File: config.mk
export PLATFORM = sky130hd
export DESIGN_NAME = dma_bus_arbiter
export DESIGN_NICKNAME = d
export VERILOG_FILES = /design/src/rtl/dma_bus_arbiter.sv
export SDC_FILE = /design/constraint.sdc
export NUM_CORES = 1
export LEC_CHECK = 0
export BUFFER_PORTS_ARGS = -buffer_cell sky130_fd_sc_hd__buf_4
export CORE_UTILIZATION = 50
export DETAILED_ROUTE_END_ITERATION = 12
export HOLD_SLACK_MARGIN = 0.05
export PLACE_DENSITY = 0.87
export SKIP_CTS_REPAIR_TIMING = 1
export SLEW_MARGIN = 20
export SYNTH_ARGS = -nofsm -noshare
export SYNTH_HDL_FRONTEND = slang
export SYNTH_SLANG_ARGS = --single-unit
File: constraint.sdc
create_clock -name CLK -period 2.6 [get_ports CLK]
set_clock_uncertainty 0.2 [all_clocks]
set_input_delay 0.26 -clock CLK [delete_from_list [all_inputs] [get_ports CLK]]
set_output_delay 0.26 -clock CLK [all_outputs]
set_load 0.005 [all_outputs]
File: src/rtl/dma_bus_arbiter.sv
// DMA start/arbitration controller: issues DMA start commands on device edges, runs the BR/BG
// bus handshake with the CPU, and signals completion, watchdog expiry and lost requests.
module dma_bus_arbiter #(
  parameter int unsigned WORD_SIZE = 16,
  parameter int unsigned MAX_GRANT = 32
) (
  input  logic                 CLK,
  input  logic                 RESET,
  input  logic                 dev_int,
  input  logic                 cpu_mem_busy,
  input  logic                 cpu_mem_req,
  input  logic                 BR,
  output logic                 BG,
  output logic                 cmd,
  output logic                 mem_sel,
  output logic                 cpu_stall,
  output logic                 dma_done,
  output logic                 dma_error,
  output logic                 pend_ovf,
  output logic [WORD_SIZE-1:0] grant_cycles
);

  localparam int unsigned CNT_W = $clog2(MAX_GRANT + 1);

  typedef enum logic [2:0] {
    S_IDLE,
    S_CMD,
    S_WAIT_BR,
    S_WAIT_CPU,
    S_GRANT,
    S_RELEASE
  } state_t;

  state_t               r_state;
  state_t               w_next;
  logic                 w_wdog;
  logic                 w_edge;
  logic                 r_dev_prev;
  logic                 r_pending;
  logic                 r_pend_ovf;
  logic                 r_bg;
  logic                 r_cmd;
  logic                 r_done;
  logic                 r_error;
  logic [CNT_W-1:0]     r_count;
  logic [WORD_SIZE-1:0] r_grant_cycles;

  assign w_edge = dev_int & ~r_dev_prev;

  // State register
  always_ff @(posedge CLK or posedge RESET) begin
    if (RESET) r_state <= S_IDLE;
    else       r_state <= w_next;
  end

  // Next-state logic; w_wdog flags a forced release by the grant watchdog
  always_comb begin
    w_next = r_state;
    w_wdog = 1'b0;
    case (r_state)
      S_IDLE:     if (w_edge || r_pending) w_next = S_CMD;
      S_CMD:      w_next = S_WAIT_BR;
      S_WAIT_BR:  if (BR) w_next = cpu_mem_busy ? S_WAIT_CPU : S_GRANT;
      S_WAIT_CPU: if (!cpu_mem_busy) w_next = S_GRANT;
      S_GRANT: begin
        if (!BR) begin
          w_next = S_RELEASE;
        end else if (r_count == CNT_W'(MAX_GRANT)) begin
          w_next = S_RELEASE;
          w_wdog = 1'b1;
        end
      end
      S_RELEASE:  w_next = S_IDLE;
      default:    w_next = S_IDLE;
    endcase
  end

  // Registered outputs, request queue, grant counter
  always_ff @(posedge CLK or posedge RESET) begin
    if (RESET) begin
      r_dev_prev     <= 1'b0;
      r_pending      <= 1'b0;
      r_pend_ovf     <= 1'b0;
      r_bg           <= 1'b0;
      r_cmd          <= 1'b0;
      r_done         <= 1'b0;
      r_error        <= 1'b0;
      r_count        <= '0;
      r_grant_cycles <= '0;
    end else begin
      r_dev_prev <= dev_int;
      r_cmd      <= (w_next == S_CMD);
      r_bg       <= (w_next == S_GRANT);
      r_done     <= (w_next == S_RELEASE);
      if (w_wdog) r_error <= 1'b1;

      // In IDLE any pending request is consumed by the CMD it triggers
      if (r_state == S_IDLE) begin
        if (w_edge && r_pending) r_pend_ovf <= 1'b1;
        r_pending <= 1'b0;
      end else if (w_edge) begin
        if (r_pending) r_pend_ovf <= 1'b1;
        r_pending <= 1'b1;
      end

      if (r_state != S_GRANT && w_next == S_GRANT) begin
        r_count <= CNT_W'(1);
      end else if (r_state == S_GRANT && w_next == S_GRANT &&
                   r_count != CNT_W'(MAX_GRANT)) begin
        r_count <= r_count + CNT_W'(1);
      end else if (r_state == S_RELEASE) begin
        r_grant_cycles <= WORD_SIZE'(r_count);
        r_count        <= '0;
      end
    end
  end

  assign BG           = r_bg;
  assign mem_sel      = r_bg;
  assign cpu_stall    = r_bg & cpu_mem_req;
  assign cmd          = r_cmd;
  assign dma_done     = r_done;
  assign dma_error    = r_error;
  assign pend_ovf     = r_pend_ovf;
  assign grant_cycles = r_grant_cycles;

endmodule
# [After elaboration in Yosys (flattened, before gate mapping)]
# Index checks and enable logic that the tools add are counted.
# Widths: inputs -> output; s select.
[word_totals] register_bits=22 inputBits=6 output_inout_bits=23 wordCells=58
[op_classes] add_sub_neg=1 eq_ne=12 muxes=19 n_bitwise=5 n_reduce_logical=11
[ops] operator="$mux 3" n=6
[ops] operator="$mux 6" n=3
[ops] operator="$pmux 3 s5" n=1
[ops] operator="$eq 3x3->1 const B" n=4
[ops] operator="$mux 1" n=9
[ops] operator="$add 6x1->6 const B" n=1
[ops] operator="$eq 3x1->1 const B" n=2
[ops] operator="$eq 3x2->1 const B" n=2
[ops] operator="$eq 6x6->1 const B" n=1
[ops] operator="$ne 6x6->1 const B" n=1
[ops] operator="$reduce_and 3->1" n=2
[ops] operator="$logic_and 1x1->1" n=4
[ops] operator="$reduce_bool 2->1" n=2
[ops] operator="$logic_not 3->1" n=1
[ops] operator="$ne 3x3->1 const B" n=1
[ops] operator="$not 1->1" n=3
[ops] operator="$reduce_bool 3->1" n=1
[ops] operator="$and 1x1->1" n=2
[ops] operator="$ne 2x1->1 const B" n=1
[ops] operator="$logic_or 1x1->1" n=1

# [Depth between registers and ports, before layout]
# Gate-level depths: netlist (run 1).
[depth] depth_word=10 ltp_mapped=6 mapped_depth_nobuf=6

# [Least setup slack after synthesis (run 1)]
# Ideal clock, no wire load.
[synth_path] path_kind="register to register" startpoint="reg r_count[0]" endpoint="reg r_count[0]" setup_ps=76 arrival_time_ps=1376 t_required_ps=2324 setup_slack_ps=947 path_stages_with_launch=7 n_path_buf=0 synth_period_minus_slack_ps=1653 path_cell_list="dfrtp_1 inv_1 ha_1 nor4b_4 nand2_2 o311a_1 o21ai_1"
[synth_between] elab_chain_len=9 word_cells_on_any_way=13 classes_between="add/sub: 1; eq/ne: 3; mux: 5; reduce/logical: 4"
[synth_lines] item="from (decl)" line_no="45" rtl="logic [CNT_W-1:0] r_count;"
[synth_lines] item="from (signal assigned)" line_no="110" rtl="r_count <= r_count + CNT_W'(1);"
[synth_lines] item="$eq 6x6->1" line_no="68" rtl="end else if (r_count == CNT_W'(MAX_GRANT)) begin"
[synth_lines] item="$mux 3" line_no="68"
[synth_lines] item="$mux 3" line_no="66" rtl="if (!BR) begin"
[synth_lines] item="$pmux 3 s5" line_no="60" rtl="case (r_state)"
[synth_lines] item="$eq 3x3->1" line_no="106, 108"
[synth_lines] item="$logic_and 1x1->1 (2 in series)" line_no="108" rtl="end else if (r_state == S_GRANT && w_next == S_GRANT &&"
[synth_lines] item="$mux 6" line_no="108"
[synth_lines] item="$mux 6" line_no="106" rtl="if (r_state != S_GRANT && w_next == S_GRANT) begin"
# Several ways; a longest one is shown, not always the timed one.
# A chain may end at the register's enable or synchronous reset.

# [Worst setup path after layout (run 1)]
# Ends and elaborated chain as after synthesis.

==> flow_summary.toml, run 1 <==
[synth]
ys_seq_elements = 22
ys_types = 37
netlist_area_um2 = 1080
synth_area_leader_cell = "dfrtp_1"
synth-edff-count = 0
syn_inst = 100
synthTopCellsByArea = "dfrtp_1 (51%), buf_4 (7.6%), mux2_2 (3.1%)"
synthTopCellsByCount = "dfrtp_1 (22), buf_4 (11), nand2_1 (8), a21oi_1 (5), nor2_1 (5)"
avgSynthCellArea_um2 = 10.8
synth_top_area_frac = 0.510
yosysSeqAreaShare = 0.510
synth.most_common_cell = "dfrtp_1"
synth_flop_cell = "dfrtp_1"
ys_warn_count = 0
synthArstFlopShare = 1.00

[timing]
min_period_over_period = 0.700
relSlewSlack = 0.445
finalHoldWorstSlack_ps = 73.5
setup_viol = 0
hold_violations = 0
finalWorstPathRequiredPeriod_ps = 1820
tightestPinTransition_ps = 831
drv_slew = 0
max_freq_mhz = 549
setup_tns_ps = 0
grt_setup_unrepaired = "false"

[power]
p_leak_nw = 0.613
power.density_nw_per_um2 = 872
ir_drop_mv = 0.475

[job]
drv_cap = 0

[min_path]
hp-start = "cpu_mem_busy"
min-delay-path-class = "in2reg"

[floorplanning]
die-width_um = 48.5
rows = 16
core_um2 = 2000
die-area_um2 = 2350
initial_core_util = 0.539
num_io_pins = 29
chipHeight_um = 48.5

[grt]
antenna_found_initial = 0
grt_pass1_vias = 712
track_usage = 0.178
grt_pass1_wl_mm = 3.15
grt_max_degree = 23
overflow = 0

[placed_design]
numPortBuffers = 18
hpwlAfterDp_mm = 1.32
dp.cells = 141
place_congestion = 0.821

[status]
outcome = "finished clean"

[routing]
drc = 0
vias_per_cell = 5.16
postRouteAntennaNets = 0
wl_per_cell_um = 12.6
drt_iter0_markers = 5
num_vias = 764
drt-total-wl_mm = 1.86
first_pass_iters = 4

[clock_network]
clock_path_buffers = 2
clkTransAtPathRegs_ps = 120
cts_root_buf = "clkbuf_4"
cts_buffers = 3
tritoncts = "yes"
clock_latency_ps = 310
h-tree-depth = 1
cts.sinks = 22

[layout]
fill_cells = 179
drive_gt1_frac = 0.240
syn2layout_area_growth_pct = 16.3
diodes = 0
utilization = 0.628
final_cells = 148
layout.nets = 130

[setup_path]
startpoint = "r_count[0]$_DFFE_PP0P_"
crit_path_end_kind = "flop"
crit_path_max_fanout = 5
regToRegStartpoint = "r_count[0]$_DFFE_PP0P_"
required_ps = 2640
arrival_ps = 1870
setup.worst_path.class = "reg2reg"
setup.worst_path.start_class = "flop"
layout make-up:
type                            count  area, µm²  area share
Multi-Input combinational cell     71        459       0.366
Sequential cell                    22        551       0.438
Clock buffer                        4       36.3      0.0289
Inverter                            3       11.3     0.00896
Timing Repair Buffer               21        165       0.131
Tap cell                           27       33.8      0.0269
state kept, by name (all words and copies together) (netlist names):
signal and cells:
pend_ovf 1, dma_error 1, dma_done 1, cmd 1, r_dev_prev 1, r_count 6, grant_cycles 6, r_state 3
BG 1, r_pending 1
where the power goes:
part,switching [W],internal (W)
registers,0.000107,0.000430
logic,0.000174,0.000197
clock network,0.000102,0.0000855
total,0.000383,0.000713
layer usage:
layer  global-route usage  routed length (µm)  vias up
met4                0.118                  28        0
met3               0.0283                  53        4
li1                     -                   -      370
met1                0.221                 784      377
met5                    0                   0        -
met2                0.289                 995       13
kinds of logic after synthesis:
kind of cell,share of synthesized area
xor+xnor,0.00811
fa+ha+maj,0.0232
other cells,0.00347
compound gates,0.136
mux,0.0417
simple gates,0.182
buf+inv,0.0962
flops,0.510
worst max-delay path, stage by stage, from the launching register on:
cell     delay, ps
dfrtp_1        440
inv_1           90
ha_1           160
nor4b_4        260
nand2_2        130
o311a_1        350
o21ai_1        130
layout by cell type, fill, tap and decap left out, types with 5 or more instances in the layout:
cell type and instances:
a21oi_1 5, nor2_1 5, conb_1 10, buf_4 18, dfrtp_1 22, nand2_1 8
stage by stage:
stage               setup slack [ps]  area [µm²]  total power [W]
finish                           780        1260          0.00110
global route                     646        1260          0.00119
global placement                 903        1190         0.000891
floorplan                        947        1110         0.000803
detailed placement               803        1190         0.000912
CTS                              770        1230          0.00110
worst paths after layout:
check / endpoint / slack [ps] / depth (start not counted)
setup / recovery: r_count[0]$_DFFE_PP0P_ / 780 / 6
hold / removal: r_state[1]$_DFF_PP0_ / 70 / 3
setup reg to reg: r_count[0]$_DFFE_PP0P_ / 780 / 6
hold reg to reg: pend_ovf$_DFFE_PP0P_ / 280 / 1
max in group asynchronous: dma_done$_DFF_PP0_ / 1220 / 3
min in group asynchronous: r_count[4]$_DFFE_PP0P_ / 470 / 3
Note: power is estimated with default switching activity, not from simulation.
==> run 2, diff against run 1 <==
==> constraint.sdc (replaced) <==
create_clock -name CLK -period 1.74 [get_ports CLK]
set_clock_uncertainty 0.2 [all_clocks]
set_input_delay 0.174 -clock CLK [delete_from_list [all_inputs] [get_ports CLK]]
set_output_delay 0.174 -clock CLK [all_outputs]
set_load 0.005 [all_outputs]
==> flow_summary.toml, run 2 (synthesis gave the netlist of run 1 again) <==
[layout]
layout.nets = 142
diodes = 0
fill_cells = 159
mostFrequentLayoutCells = "buf_4 (28), dfrtp_1 (21), conb_1 (10)"
drive_gt1_frac = 0.338
syn2layout_area_growth_pct = 27.7
final_common_cell = "buf_4"
utilization = 0.689

[job]
drv_cap = 0

[grt]
overflow = 0
antenna_found_initial = 0
grt_max_degree = 23
grt_pass1_wl_mm = 3.17
track_usage = 0.174
grt_pass1_vias = 725

[routing]
first_pass_iters = 4
drt-total-wl_mm = 2.10
num_vias = 816
postRouteAntennaNets = 0
drt_iter0_markers = 8
wl_per_cell_um = 13.1
drc = 0
vias_per_cell = 5.10

[clock_network]
clock_latency_ps = 310
clock_path_buffers = 2
h-tree-depth = 1
cts.sinks = 22
cts_buffers = 3
tritoncts = "yes"
cts_root_buf = "clkbuf_4"
clkTransAtPathRegs_ps = 120

[timing]
finalWorstSetupSlack_ps = -25.6
grt_setup_unrepaired = "true"
max_freq_mhz = 566
finalHoldWorstSlack_ps = 242
min_period_over_period = 1.01
setup_viol = 1
drv_slew = 0
hold_violations = 0
finalWorstPathRequiredPeriod_ps = 1770

[floorplanning]
die-width_um = 48.5
initial_core_util = 0.539
die-area_um2 = 2350
chipHeight_um = 48.5
core_um2 = 2000
rows = 16
num_io_pins = 29

[setup_path]
path_cells = "inv_2 -> ha_4 -> nor4b_4 -> nand2_2 -> o311a_1 -> o21ai_1"
cp_slowest_cell = "dfrtp_1"
arrival_ps = 1800
cpPeakStageDelay_ps = 420
setup.worst_path.start_class = "flop"
required_ps = 1780
setup.worst_path.class = "reg2reg"
crit_path_max_fanout = 4
crit_path_end_kind = "flop"
r2r_slack_ps = -30

[power]
p_switching_w = 0.000646
switching_share = 0.352
p_leak_nw = 0.669
pwr-share-comb = 0.426
p_int_w = 0.00119
ir_drop_mv = 1.04
clkPwrFrac = 0.152
power_frac_seq = 0.422
power.density_nw_per_um2 = 1330

[placed_design]
place_ws_ps = -23.8
place_congestion = 0.848
hpwlAfterDp_mm = 1.40
numPortBuffers = 18

[status]
outcome = "finished with violations"
violations = "setup timing"

[min_path]
min-delay-path-class = "in2async"
## run 2: cell types whose count changed in the layout (fill, tap and decap cells not counted), sizes merged
| cell | delta |
|---|---|
| a21oi | +1 |
| buf | +10 |
| dlygate4sd3 | +1 |
## run 2: final timing paths
check	start	end	cells after the start
worst max-delay path	r_count[0]$_DFFE_PP0P_	r_count[0]$_DFFE_PP0P_	6
worst min-delay path	RESET	BG$_DFF_PP0_	4
worst max register to register	r_count[0]$_DFFE_PP0P_	r_count[0]$_DFFE_PP0P_	6
worst min register to register	grant_cycles[0]$_DFFE_PP0P_	grant_cycles[0]$_DFFE_PP0P_	2
max in group asynchronous	RESET	r_state[2]$_DFF_PP0_	4
min in group CLK	grant_cycles[0]$_DFFE_PP0P_	grant_cycles[0]$_DFFE_PP0P_	2
## run 2: area by class of cell
type / instances / area [µm²] / area share
Multi-Input combinational cell: 72 / 495 / 0.359
Clock buffer: 4 / 36.3 / 0.0263
Timing Repair Buffer: 32 / 250 / 0.181
Inverter: 3 / 11.3 / 0.00817
Tap cell: 27 / 33.8 / 0.0245
Sequential cell: 22 / 552 / 0.400
## run 2: through the flow
stage                     setup TNS (ps)  instances  power [W]  instance area (µm²)
final                              -25.6        160    0.00184                 1380
after global routing                -123        160    0.00196                 1380
after CTS                          -50.6        151    0.00170                 1270
after detailed placement           -23.8        147    0.00142                 1230
after global placement                 0        147    0.00140                 1230
after floorplan                        0        109    0.00120                 1110
## run 2: power groups by stage
stage	sequential [W]	clock [W]	combinational (W)
after detailed placement	0.000778	0	0.000645
final	0.000774	0.000280	0.000782
after global placement	0.000767	0	0.000633
after floorplan	0.000747	0	0.000453
after CTS	0.000767	0.000283	0.000647
after global routing	0.000792	0.000307	0.000861
## run 2: layer usage
layer / global-route usage / share of wire / up-vias
met5: 0 / 0 / -
met4: 0.0539 / 0.0081 / 0
met3: 0.0283 / 0.037 / 2
met2: 0.303 / 0.51 / 19
met1: 0.220 / 0.44 / 395
li1: - / - / 400
## run 2: worst max-delay path: cells and delay by family, from the launching register on
kind	cells	cell delay (ps)
adder cells (fa/ha/maj)	1	130
buffers and inverters	1	90
AND/OR/NAND/NOR	2	340
AO/OA/AOI/OAI	2	510
flip-flops	1	420
